--- src/rtl/ov7670_pkg.sv ---
// ov7670_pkg: shared types and defaults for the OV7670 pixel capture path.
package ov7670_pkg;
   typedef enum logic [1:0] {WAIT_FRAME, WAIT_LINE, BYTE_HI, BYTE_LO} capture_state_t;
   typedef logic [15:0] pixel_t;
   localparam int DEF_FIFO_DEPTH  = 8;
   localparam int DEF_SYNC_STAGES = 2;
endpackage

--- src/rtl/pixel_fifo.sv ---
// pixel_fifo: single-clock show-ahead pixel buffer with synchronous flush.
module pixel_fifo
   import ov7670_pkg::*;
#(
   parameter int DEPTH = DEF_FIFO_DEPTH
) (
   input  logic   clk,
   input  logic   buttonReset,
   input  logic   flush,
   input  logic   push,
   input  pixel_t push_data,
   input  logic   pop,
   output pixel_t head,
   output logic   full,
   output logic   empty
);
   localparam int AW = $clog2(DEPTH);
   pixel_t mem_q [DEPTH];
   logic [AW:0] wr_q, wr_d, rd_q, rd_d;
   logic do_pop, do_push;
   always_comb begin
      empty   = wr_q == rd_q;
      full    = (wr_q[AW] != rd_q[AW]) && (wr_q[AW-1:0] == rd_q[AW-1:0]);
      do_pop  = pop && !empty;
      do_push = push && (!full || do_pop);
      wr_d    = flush ? '0 : wr_q + (AW+1)'(do_push);
      rd_d    = flush ? '0 : rd_q + (AW+1)'(do_pop);
      head    = empty ? '0 : mem_q[rd_q[AW-1:0]];
   end
   always_ff @(posedge clk or posedge buttonReset) begin
      if (buttonReset) begin
         wr_q <= '0;
         rd_q <= '0;
      end else begin
         wr_q <= wr_d;
         rd_q <= rd_d;
      end
   end
   always_ff @(posedge clk) begin
      if (do_push) mem_q[wr_q[AW-1:0]] <= push_data;
   end
endmodule

--- src/rtl/ov7670_pixel_capture.sv ---
// ov7670_pixel_capture: OV7670 byte stream to buffered RGB565 pixels.
// Line/pixel statistics are built only with OV7670_CAPTURE_STATS_EN defined.
module ov7670_pixel_capture
   import ov7670_pkg::*;
#(
   parameter int FIFO_DEPTH  = DEF_FIFO_DEPTH,
   parameter int SYNC_STAGES = DEF_SYNC_STAGES
) (
   input  logic        clk,
   input  logic        buttonReset,
   input  logic        pclk,
   input  logic        href,
   input  logic        vsync,
   input  logic [7:0]  cam_data,
   input  logic        pix_ready,
   output logic        pix_valid,
   output logic [15:0] pix_data,
   output logic        frame_start,
   output logic        overflow,
   output logic [8:0]  line_count,
   output logic [9:0]  last_line_pixels
);
   logic [SYNC_STAGES-1:0][10:0] sync_q, sync_d;
   logic pclk_s, href_s, vsync_s;
   logic [7:0] data_s;
   logic pclk_p_q, href_p_q, vsync_p_q;
   logic pclk_rise, href_fall, vsync_rise, vsync_fall;
   capture_state_t state_q, state_d;
   logic [7:0] hi_q, hi_d;
   logic push_q, push_d;
   pixel_t push_data_q, push_data_d;
   logic frame_start_q, frame_start_d, overflow_q, overflow_d;
   logic full, empty;
   assign {pclk_s, href_s, vsync_s, data_s} = sync_q[SYNC_STAGES-1];
   assign pclk_rise  = pclk_s & ~pclk_p_q;
   assign href_fall  = ~href_s & href_p_q;
   assign vsync_rise = vsync_s & ~vsync_p_q;
   assign vsync_fall = ~vsync_s & vsync_p_q;
   assign pix_valid   = ~empty;
   assign frame_start = frame_start_q;
   assign overflow    = overflow_q;
   always_comb begin
      sync_d[0] = {pclk, href, vsync, cam_data};
      for (int i = 1; i < SYNC_STAGES; i++) sync_d[i] = sync_q[i-1];
      state_d     = state_q;
      hi_d        = hi_q;
      push_d      = 1'b0;
      push_data_d = push_data_q;
      if (vsync_rise) state_d = WAIT_FRAME;
      else case (state_q)
         WAIT_FRAME: state_d = vsync_fall ? WAIT_LINE : WAIT_FRAME;
         WAIT_LINE:  state_d = (href_s && !vsync_s) ? BYTE_HI : WAIT_LINE;
         BYTE_HI:
            if (href_fall) state_d = WAIT_LINE;
            else if (pclk_rise && href_s) begin
               hi_d    = data_s;
               state_d = BYTE_LO;
            end
         default:
            if (href_fall) state_d = WAIT_LINE;
            else if (pclk_rise && href_s) begin
               push_d      = 1'b1;
               push_data_d = {hi_q, data_s};
               state_d     = BYTE_HI;
            end
      endcase
      frame_start_d = vsync_rise;
      // a push that finds the buffer full is lost unless a pop frees a slot on the same edge
      overflow_d    = vsync_rise ? 1'b0 : overflow_q | (push_q & full & ~(pix_valid & pix_ready));
   end
   always_ff @(posedge clk or posedge buttonReset) begin
      if (buttonReset) begin
         sync_q        <= '0;
         pclk_p_q      <= 1'b0;
         href_p_q      <= 1'b0;
         vsync_p_q     <= 1'b0;
         state_q       <= WAIT_FRAME;
         hi_q          <= '0;
         push_q        <= 1'b0;
         push_data_q   <= '0;
         frame_start_q <= 1'b0;
         overflow_q    <= 1'b0;
      end else begin
         sync_q        <= sync_d;
         pclk_p_q      <= pclk_s;
         href_p_q      <= href_s;
         vsync_p_q     <= vsync_s;
         state_q       <= state_d;
         hi_q          <= hi_d;
         push_q        <= push_d;
         push_data_q   <= push_data_d;
         frame_start_q <= frame_start_d;
         overflow_q    <= overflow_d;
      end
   end
   pixel_fifo #(.DEPTH(FIFO_DEPTH)) u_fifo (
      .clk(clk),
      .buttonReset(buttonReset),
      .flush(vsync_rise),
      .push(push_q),
      .push_data(push_data_q),
      .pop(pix_ready),
      .head(pix_data),
      .full(full),
      .empty(empty)
   );
`ifdef OV7670_CAPTURE_STATS_EN
   logic line_end;
   logic [8:0] line_q, line_d;
   logic [9:0] cnt_q, cnt_d, last_q, last_d;
   assign line_end = href_fall && !vsync_rise && (state_q == BYTE_HI || state_q == BYTE_LO);
   always_comb begin
      line_d = vsync_rise ? '0 : (line_end && line_q != 9'd511) ? line_q + 9'd1 : line_q;
      cnt_d  = (vsync_rise || line_end) ? '0 : (push_d && cnt_q != 10'd1023) ? cnt_q + 10'd1 : cnt_q;
      last_d = line_end ? cnt_q : last_q;
   end
   always_ff @(posedge clk or posedge buttonReset) begin
      if (buttonReset) begin
         line_q <= '0;
         cnt_q  <= '0;
         last_q <= '0;
      end else begin
         line_q <= line_d;
         cnt_q  <= cnt_d;
         last_q <= last_d;
      end
   end
   assign line_count       = line_q;
   assign last_line_pixels = last_q;
`else
   assign line_count       = '0;
   assign last_line_pixels = '0;
`endif
endmodule

--- config.mk ---
export PLATFORM = sky130hd
export DESIGN_NAME = ov7670_pixel_capture
export DESIGN_NICKNAME = d
export VERILOG_FILES = /design/src/rtl/ov7670_pkg.sv /design/src/rtl/pixel_fifo.sv /design/src/rtl/ov7670_pixel_capture.sv
export SDC_FILE = /design/constraint.sdc
export NUM_CORES = 1
export LEC_CHECK = 0
export CAP_MARGIN = 5
export CORE_UTILIZATION = 61
export DETAILED_ROUTE_END_ITERATION = 8
export HOLD_SLACK_MARGIN = 0.06
export PLACE_DENSITY = 0.82
export SLEW_MARGIN = 20
export SYNTH_ARGS = -nofsm -noshare
export SYNTH_HDL_FRONTEND = slang
export SYNTH_HIERARCHICAL = 1
export SYNTH_SLANG_ARGS = --single-unit
--- constraint.sdc ---
create_clock -name clk -period 6.8 [get_ports clk]
set_input_delay 0.68 -clock clk [delete_from_list [all_inputs] [get_ports clk]]
set_output_delay 0.68 -clock clk [all_outputs]
set_load 0.02 [all_outputs]
==> flow_metrics.env <==
export IMPL_run_status="finished, final reports clean"
export IMPL_gr_usage_met3=0.0546
export IMPL_ys_ff_latch=190
export IMPL_die_area_um2=12700
export IMPL_layout_min_cycle_time_ps=3810
export IMPL_power_mw=2.91
export IMPL_synth_ff_type="edfxtp_1"
export IMPL_cts_buffers_inserted=17
export IMPL_min_from="sync_d[19]"
export IMPL_grtUsageTotal=0.231
export IMPL_synth_common_cells="edfxtp_1 (128), mux2i_1 (64), dfrtp_1 (62), a22oi_1 (32), buf_4 (28)"
export IMPL_worst_ep_required_time_ps=6120
export IMPL_grt_max_degree=67
export IMPL_fin_ws_ps=2990
export IMPL_cp_max_fo=20
export IMPL_antenna_cells=0
export IMPL_r2r_start="u_fifo/rd_q[0]"
export IMPL_numPortBuffers=32
export IMPL_max_slew_margin_rel=0.320
export IMPL_routed_wl_um=13500
export IMPL_hold_ws_ps=348
export IMPL_cts_clk_slew_worst_paths_ps=60
export IMPL_ios=52
export IMPL_yosys_warnings=6
export IMPL_netlist_instances=443
export IMPL_cts_setup_buffers=0
export IMPL_fin_area_um2=8440
export IMPL_cts_buffer_depth=2
export IMPL_arrival_ps=3130
export IMPL_area_growth_pct=12.8
export IMPL_synth_edf_count=128
export IMPL_fp_dieW_um=113
export IMPL_wl_per_cell_um=21.0
export IMPL_grt_pass1_wl_um=21000
export IMPL_core_area_um2=12000
export IMPL_worst_pin_slew_ps=1020
export IMPL_use_met2=0.377
export IMPL_grt_ovfl_total=0
export IMPL_criticalPathCategory="reg2out"
export IMPL_yosys_top_cells_area="edfxtp_1 (51%), dfrtp_1 (21%), mux2i_1 (8.6%)"
export IMPL_grt_pass1_vias=3816
export IMPL_dpl_instance_area_um2=7840
export IMPL_busiest_layer="met2"
export IMPL_insertion_delay_ps=430
export IMPL_place_ws_ps=2900
export IMPL_rsz0062_at_grt="no"
export IMPL_vias=3827
export IMPL_fin_crit_sh=0.561
export IMPL_ant_nets=0
export IMPL_cts_tree="built"
export IMPL_nNetsFinal=500
export IMPL_drive_gt1_frac=0.147
export IMPL_yosysMostFrequentCell="edfxtp_1"
export IMPL_hpwlAfterDp_um=7750
export IMPL_startpoint="u_fifo/rd_q[0]"
export IMPL_hold_buffers=0
export IMPL_netlist_area_um2=7490
export IMPL_hp_class="reg2reg"
export IMPL_initial_core_util=0.623
export IMPL_seq_area_frac_synth=0.721
export IMPL_drtPass1Iterations=5
export IMPL_pwr_density_cell_nw_per_um2=345
export IMPL_finalMaxSlewViolations=0
export IMPL_antenna_found_initial=0
export IMPL_maxCapViolCount=0
export IMPL_synth_top_cell_area_share=0.513
export IMPL_synth_area_leader_cell="edfxtp_1"
export IMPL_detail_route_drc_violations=0
export IMPL_cts_sinks=190
export IMPL_async_flop_share=0.326
export IMPL_clockRootBuffer="clkbuf_16"
export IMPL_hold_path_cell_count=0
export IMPL_htree_num_levels=4
export IMPL_met1_usage=0.301
export IMPL_viasPerCell=5.96
export IMPL_post_cts_resized=0
export IMPL_clock_skew_ps=8.65
export IMPL_setup_tns_ps=0
export IMPL_vdd_ir_drop_worst_v=0.000209
export IMPL_synth_cell_type_count=40
export IMPL_reg2regPathDepth=6
export IMPL_finalSetupViolations=0
export IMPL_p_leak_nw=3.33
export IMPL_end_kind="primary output"
export IMPL_hold_viol=0
export IMPL_die_y_um=113
export IMPL_fmax_mhz=262
export IMPL_crit_path_start_kind="flop"
export IMPL_synth_avg_cell_area_um2=16.9
export IMPL_first_iter_violations=270
export IMPL_place_congestion=0.723
export IMPL_rows=40
==> stage by stage <==
stage | instances | util
after floorplan | 461 | -
after global placement | 609 | 0.652
after detailed placement | 609 | 0.652
after CTS | 641 | 0.700
after global routing | 642 | 0.703
final | 642 | 0.703
==> layer usage <==
metal	vias to the layer above	wire length, um
met5	-	0
met3	26	810
met4	0	324
li1	1709	-
met1	1948	5550
met2	144	6820
==> power breakdown <==
part / leakage [nW] / internal [mW] / switching [mW] / total (mW)
combinational: 0.979 / 0.289 / 0.322 / 0.611
sequential: 2.06 / 1.29 / 0.0670 / 1.35
clock: 0.290 / 0.543 / 0.403 / 0.946
==> registers in the layout, summed over array words and instances (netlist names), 2 cells and up <==
name and count:
push_data_q 16, hi_q 8, data_s 8, u_fifo/rd_q 4, sync_d 11, u_fifo/wr_q 4
u_fifo/mem_q 128, state_q 2
==> critical path: stages (launching register included) <==
cell	delay, ps
dfrtp_4	640
xnor2_1	250
nand4_1	790
and3_1	470
clkdlybuf4s50_1	550
==> logic make-up (layout without fill, tap and decap cells) <==
family,after synthesis,in the layout,share of synthesized area
adders and majority gates,5,5,0.00802
DFF,190,190,0.721
and+or+nand+nor,57,57,0.0451
AOI/OAI and AO/OA,46,46,0.0460
muxes,88,88,0.126
buffers and inverters,48,82,0.0441
xor gates and xnor gates,8,8,0.00936
other,1,19,0.000501
==> worst paths after layout <==
kind / slack (ps) / to
min in group asynchronous: 550 / u_fifo/rd_q[0]
max: 2990 / pix_data[9]
min: 350 / sync_q[19]
max in group asynchronous: 5580 / push_data_q[7]
max reg2reg: 3860 / u_fifo/rd_q[1]
min reg2reg: 350 / sync_q[19]
==> cells in the final DEF, fill, tap and decap left out, types with 4 or more instances in the layout <==
cell type,synthesis,routed
mux2_4,9,9
mux2i_1,64,64
nand2_1,5,5
nor2b_1,8,6
nand3_1,6,6
ha_1,4,4
clkbuf_16,0,20
xnor2_1,6,6
mux2_2,15,15
nor2_1,8,7
clkinv_2,0,4
and3_1,16,16
inv_1,7,6
dfrtp_1,62,61
conb_1,1,19
edfxtp_1,128,128
a22oi_1,32,32
clkdlybuf4s50_1,0,32
buf_4,28,9
a21oi_1,9,8
==> final cells by class <==
class / instances / area, um2
Sequential cell: 190 / 5400
Fill cell: 708 / 3570
Multi-Input combinational cell: 223 / 1840
Clock buffer: 24 / 526
Timing Repair Buffer: 42 / 415
Tap cell: 147 / 184
Clock inverter: 8 / 50.0
Inverter: 8 / 30.0
Power figures use the tool's default switching activity.
